--- src/rtl/ctrl_pkg.sv ---
// Shared definitions for the lab processor control path: opcodes, FSM state
// encoding and write-bus source codes. Reused by the ALU and the bench.
package ctrl_pkg;

  typedef enum logic [2:0] {
    ST_IDLE     = 3'd0,
    ST_FETCH    = 3'd1,
    ST_DECODE   = 3'd2,
    ST_EXEC     = 3'd3,
    ST_WAIT_ALU = 3'd4,
    ST_HALT     = 3'd5
  } state_t;

  localparam logic [3:0] OP_STORE  = 4'h8;
  localparam logic [3:0] OP_LOAD_A = 4'h9;
  localparam logic [3:0] OP_LOAD_B = 4'hA;
  localparam logic [3:0] OP_OUT    = 4'hB;
  localparam logic [3:0] OP_HALT   = 4'hF;

  localparam logic [1:0] WSEL_ALU  = 2'd0;
  localparam logic [1:0] WSEL_SW_A = 2'd1;
  localparam logic [1:0] WSEL_SW_B = 2'd2;
  localparam logic [1:0] WSEL_REG  = 2'd3;

  localparam logic [1:0] DST_A = 2'd0;
  localparam logic [1:0] DST_B = 2'd1;

  localparam logic [7:0] RETIRED_MAX = 8'hFF;

  // Opcodes 0x0-0x7 are ALU operations: the top bit clear marks them.
  function automatic logic op_is_alu(input logic [3:0] opcode);
    return ~opcode[3];
  endfunction

endpackage

--- src/rtl/instr_decode.sv ---
// Combinational instruction decode: turns the instruction register into
// ALU/HALT flags, register-load strobes and write-bus selects.
module instr_decode
  import ctrl_pkg::*;
(
  input  logic [7:0] ir,
  output logic       is_alu,
  output logic       is_halt,
  output logic       latch_a,
  output logic       latch_b,
  output logic       latch_o,
  output logic [1:0] wsel,
  output logic       rsel
);

  logic [3:0] opcode;
  logic [1:0] dst;
  logic       unused_ir_lsbs;

  assign opcode         = ir[7:4];
  assign dst            = ir[3:2];
  assign unused_ir_lsbs = ^ir[1:0];

  always_comb begin
    is_alu  = op_is_alu(opcode);
    is_halt = 1'b0;
    latch_a = 1'b0;
    latch_b = 1'b0;
    latch_o = 1'b0;
    wsel    = WSEL_ALU;
    rsel    = 1'b0;
    case (opcode)
      OP_STORE: begin
        wsel    = WSEL_ALU;
        latch_a = (dst == DST_A);
        latch_b = (dst == DST_B);
      end
      OP_LOAD_A: begin
        wsel    = WSEL_SW_A;
        latch_a = (dst == DST_A);
        latch_b = (dst == DST_B);
      end
      // SW B always lands in B regardless of the destination field.
      OP_LOAD_B: begin
        wsel    = WSEL_SW_B;
        latch_b = 1'b1;
      end
      OP_OUT: begin
        wsel    = WSEL_REG;
        latch_o = 1'b1;
        rsel    = (dst != DST_A);
      end
      OP_HALT: is_halt = 1'b1;
      default: ;
    endcase
  end

endmodule

--- src/rtl/control_sequencer.sv ---
// Fetch/decode/execute sequencer for the 8-bit lab processor: owns the PC,
// instruction register and retired count, and issues one-cycle strobes.
module control_sequencer
  import ctrl_pkg::*;
#(
  parameter int PC_W = 8
) (
  input  logic            clk,
  input  logic            reset_n,
  input  logic            step,
  input  logic            run,
  input  logic            clear,
  input  logic [1:0]      prog_sel,
  input  logic [7:0]      instr_in,
  input  logic            alu_done,
  output logic [PC_W-1:0] pc,
  output logic [1:0]      rom_prog,
  output logic [7:0]      ir,
  output logic [3:0]      alu_sel,
  output logic            alu_start,
  output logic            latch_a,
  output logic            latch_b,
  output logic            latch_o,
  output logic [1:0]      wsel,
  output logic            rsel,
  output logic            halted,
  output logic [2:0]      state,
  output logic [7:0]      retired
);

  state_t          state_q, state_d;
  logic [PC_W-1:0] pc_q;
  logic [7:0]      ir_q;
  logic [1:0]      rom_prog_q;
  logic [7:0]      retired_q;

  logic       dec_is_alu, dec_is_halt;
  logic       dec_latch_a, dec_latch_b, dec_latch_o;
  logic [1:0] dec_wsel;
  logic       dec_rsel;

  logic prog_change;
  logic retire;
  logic in_exec;

  instr_decode u_decode (
    .ir      (ir_q),
    .is_alu  (dec_is_alu),
    .is_halt (dec_is_halt),
    .latch_a (dec_latch_a),
    .latch_b (dec_latch_b),
    .latch_o (dec_latch_o),
    .wsel    (dec_wsel),
    .rsel    (dec_rsel)
  );

  // A program switch is only honoured while parked in IDLE or HALT.
  assign prog_change = (prog_sel != rom_prog_q) &&
                       ((state_q == ST_IDLE) || (state_q == ST_HALT));
  assign in_exec     = (state_q == ST_EXEC);
  assign retire      = !clear &&
                       ((in_exec && !dec_is_alu && !dec_is_halt) ||
                        ((state_q == ST_WAIT_ALU) && alu_done));

  always_ff @(posedge clk or negedge reset_n) begin
    if (!reset_n) state_q <= ST_IDLE;
    else          state_q <= state_d;
  end

  always_comb begin
    state_d = state_q;
    if (clear || prog_change) begin
      state_d = ST_IDLE;
    end else begin
      case (state_q)
        ST_IDLE:     if (step || run) state_d = ST_FETCH;
        ST_FETCH:    state_d = ST_DECODE;
        ST_DECODE:   state_d = ST_EXEC;
        ST_EXEC: begin
          if (dec_is_alu)       state_d = ST_WAIT_ALU;
          else if (dec_is_halt) state_d = ST_HALT;
          else                  state_d = ST_IDLE;
        end
        ST_WAIT_ALU: if (alu_done) state_d = ST_IDLE;
        ST_HALT:     state_d = ST_HALT;
        default:     state_d = ST_IDLE;
      endcase
    end
  end

  always_ff @(posedge clk or negedge reset_n) begin
    if (!reset_n) begin
      pc_q       <= '0;
      ir_q       <= '0;
      rom_prog_q <= '0;
      retired_q  <= '0;
    end else if (clear) begin
      pc_q <= '0;
    end else if (prog_change) begin
      pc_q       <= '0;
      retired_q  <= '0;
      rom_prog_q <= prog_sel;
    end else begin
      if (state_q == ST_FETCH) begin
        ir_q <= instr_in;
        pc_q <= pc_q + PC_W'(1);
      end
      if (retire && (retired_q != RETIRED_MAX)) retired_q <= retired_q + 8'd1;
    end
  end

  always_comb begin
    alu_start = in_exec && dec_is_alu;
    latch_a   = in_exec && dec_latch_a;
    latch_b   = in_exec && dec_latch_b;
    latch_o   = in_exec && dec_latch_o;
    wsel      = in_exec ? dec_wsel : WSEL_ALU;
    rsel      = in_exec && dec_rsel;
    alu_sel   = 4'd0;
    if (dec_is_alu && ((state_q == ST_DECODE) || in_exec || (state_q == ST_WAIT_ALU)))
      alu_sel = ir_q[7:4];
    halted    = (state_q == ST_HALT);
    state     = state_q;
    pc        = pc_q;
    ir        = ir_q;
    rom_prog  = rom_prog_q;
    retired   = retired_q;
  end

endmodule
--- config.mk ---
export PLATFORM = sky130hd
export DESIGN_NAME = control_sequencer
export DESIGN_NICKNAME = d
export VERILOG_FILES = /design/src/rtl/ctrl_pkg.sv /design/src/rtl/instr_decode.sv /design/src/rtl/control_sequencer.sv
export SDC_FILE = /design/constraint.sdc
export NUM_CORES = 1
export LEC_CHECK = 0
export BUFFER_PORTS_ARGS = -buffer_cell sky130_fd_sc_hd__buf_2
export CORE_MARGIN = 10
export CORE_UTILIZATION = 49
export DETAILED_ROUTE_END_ITERATION = 12
export HOLD_SLACK_MARGIN = 0.15
export PLACE_DENSITY = 0.79
export SKIP_LAST_GASP = 1
export SLEW_MARGIN = 10
export SYNTH_ARGS = -nofsm -noshare
export SYNTH_HDL_FRONTEND = slang
export SYNTH_SLANG_ARGS = --single-unit
--- constraint.sdc ---
create_clock -name clk -period 2.1 [get_ports clk]
set_input_delay 0.525 -clock clk [delete_from_list [all_inputs] [get_ports clk]]
set_output_delay 0.525 -clock clk [all_outputs]
set_load 0.005 [all_outputs]
==> qor.txt <==
largest net degree at the start of global routing - 30
M2 GR Usage - 0.230
failing checks - negative setup slack
worst r2r src - state[1]
count of final max-slew check failures - 0
CTS sink cnt - 29
MaxCap Viol Count - 0
Reg2Reg Setup Slack - 0.10 ns
post-cts hold buffer count - 0
GRT Overall Usage - 0.139
max_slew headroom - 0.566
H-tree depth - 2
final setup vio count - 2
PwrDens - 968 nW/um^2
DR pass1 iterations - 4
P_leak - 1.02 nW
Synth Area in XOR/XNOR - 0.0642
CTS clk-pin slew, worst paths - 0.09 ns
Data required, critical path - 1.57 ns
syn_nets - 170
hold slack - 0.215 ns
per-instance average area after synthesis - 10.6 sq um
core area - 3100 sq um
Syn Inst Count - 152
ys async rst share - 1.00
fill count - 277
Worst Max-Slew Pin Slew - 0.651 ns
worst vdd ir - 470 uV
Worst Clk Skew - 0.00691 ns
GR Util met3 - 0.0472
Die Height - 77.4 um
Yosys reg bits - 29
RSZ-0062 raised after global routing - true
top-area cell type share of the netlist area - 0.449
startpoint types - register
Iteration-0 DRC Markers - 85
Clk Latency, worst-skew pair - 0.33 ns
RD Place Congestion - 0.810
vias per std cell - 5.41
synth cell count leaders - dfrtp_1 (29), nor2_1 (15), and2_1 (10), mux2_2 (10), nand4_1 (7)
Port Buffers - 55
Die X - 77.4 um
Cell Rows - 20
CTS tree - yes
synth unique cells - 44
sequential element share of the synthesized area - 0.449
Hold WC Path Type - in2async
main combinational cell family by area after synthesis - simple AND/OR/NAND/NOR gates
Num CTS Buffers - 5
vias - 1412
Wirelength per Cell - 15.8 um
total wire length - 4130 um
Die ar. - 6000 sq um
area grow syn2layout - 26.2%
Adder-Cell Fraction of Synth Area - 0.0155
Antenna diodes - 0
GRT overflow - 0
Max FO, Critical Path - 3
status - complete, but fails checks
maximum clock rate - 0.475 GHz
post-synth design cell area - 1620 sq um
Final period util - 1.00
CP arrival - 1.58 ns
Routed Antenna Nets - 0
Tmin final - 2.10 ns
Nets - 235
post-route setup slack - -0.00381 ns
DRC Markers - 0
gr busiest metal - met2
Setup crit end kind - primary output
layout cells sized above 1 - 0.447
r2r worst-path depth - 6
Setup CP Type - reg2out
cell with the most instances after synthesis - dfrtp_1
TNS Setup - -0.00447 ns
top cells by area, synth - dfrtp_1 (45%), mux2_2 (7.0%), and2_1 (3.9%)
top_reg_cell synth - dfrtp_1
synth warn - 0
Root Driver - clkbuf_4
RR Endpoint - retired[2]
Synth area leader - dfrtp_1
antenna violations before repair - 0
Post-Synth Simple-Gate Area - 0.237
first-pass GRT wire length - 6810 um
hpwl dp - 2970 um
Starting Density - 0.521
Synth Area in Compound Gates - 0.120
GR Util met1 - 0.160
Ports - 57
vias in the first global route - 1400
CTS Buffer Depth - 2
Post-synth EDFFs - 0
final hold viol count - 0
post-synthesis mux area share - 0.0759
state kept, by name, indices dropped and copies added (netlist names):
signal,flops
state,3
retired,8
rom_prog,2
pc,8
ir,8
layout make-up:
| type | instances | area, sq um | share of cell area |
|---|---|---|---|
| Sequential cell | 29 | 728 | 0.357 |
| Timing Repair Buffer | 65 | 350 | 0.172 |
| Tap cell | 44 | 55.1 | 0.0270 |
| Multi-Input combinational cell | 114 | 845 | 0.414 |
| Inverter | 2 | 7.51 | 0.00368 |
| Clock buffer | 7 | 55.1 | 0.0270 |
per-stage QoR:
stage	cell area, sq um	total power [mW]	worst slack [ns]	utilization	std cells
2_1_floorplan	1620	1.33	0.267	-	152
3_3_place_gp	1930	1.56	0.182	0.623	249
3_5_place_dp	1930	1.59	0.140	0.623	249
4_1_cts	2020	1.98	0.00482	0.651	260
5_1_grt	2040	2.13	-0.103	0.658	261
6_report	2040	1.98	-0.00381	0.658	261
power breakdown:
part / total (mW) / internal (mW) / switching, mW / leakage [nW]
clock: 0.346 / 0.158 / 0.189 / 0.0314
combinational: 0.792 / 0.417 / 0.375 / 0.611
sequential: 0.837 / 0.682 / 0.155 / 0.381
critical path, cell delays in order (launching register included):
cell	delay (ns)
dfrtp_1	0.41
nand4b_1	0.25
or2_4	0.28
nor4_1	0.15
buf_2	0.16
cells by family (layout without fill, tap and decap cells):
| logic type | after synthesis | count (layout) |
|---|---|---|
| AOI/OAI and AO/OA | 21 | 21 |
| muxes | 11 | 11 |
| buffers and inverters | 9 | 74 |
| adders and majority gates | 2 | 2 |
| DFF | 29 | 29 |
| xor gates and xnor gates | 11 | 11 |
| and+or+nand+nor | 68 | 68 |
| other | 1 | 1 |
how the worst max path moves through the flow:
stage	from	endpoint	slack (ns)	cells past startpoint
after floorplan	prog_sel[0]	retired[5]	0.27	5
after global placement	prog_sel[0]	retired[4]	0.18	5
after detailed placement	prog_sel[0]	retired[6]	0.14	5
after CTS	state[2]	latch_a	0.005	4
after global routing	state[2]	rsel	-0.10	5
final	state[2]	latch_a	-0.004	4
timing repair:
item                                   in CTS  in global routing
gates resized for setup                     2                  4
setup buffers                               4                  1
setup endpoints to repair                   4                  8
endpoints found under the hold margin       0                  0
routing by layer:
metal,vias up,wire [um]
met3,6,231
met2,45,2030
met1,683,1800
li1,678,-
met4,0,67
met5,-,0
cell usage in the layout (no fill, tap or decap), drive strengths merged:
cell type  count
a21oi          3
nand3          4
nor4b          1
mux2          10
a22o           1
xor2           7
a221o          5
dfrtp         29
a211o          2
o21bai         2
o21ai          2
a211oi         1
nand2b         1
and2          11
mux2i          1
o21a           1
nand2          5
inv            2
nor3b          2
and2b          1
a31oi          1
buf           65
nor2          15
nand4b         1
nand4          7
xnor2          4
or2            2
conb           1
o21ba          1
nor2b          4
and3           5
nor3           3
nor4           6
a2bb2oi        1
ha             2
a2111oi        1
clkbuf         7
Power figures use the tool's default switching activity.
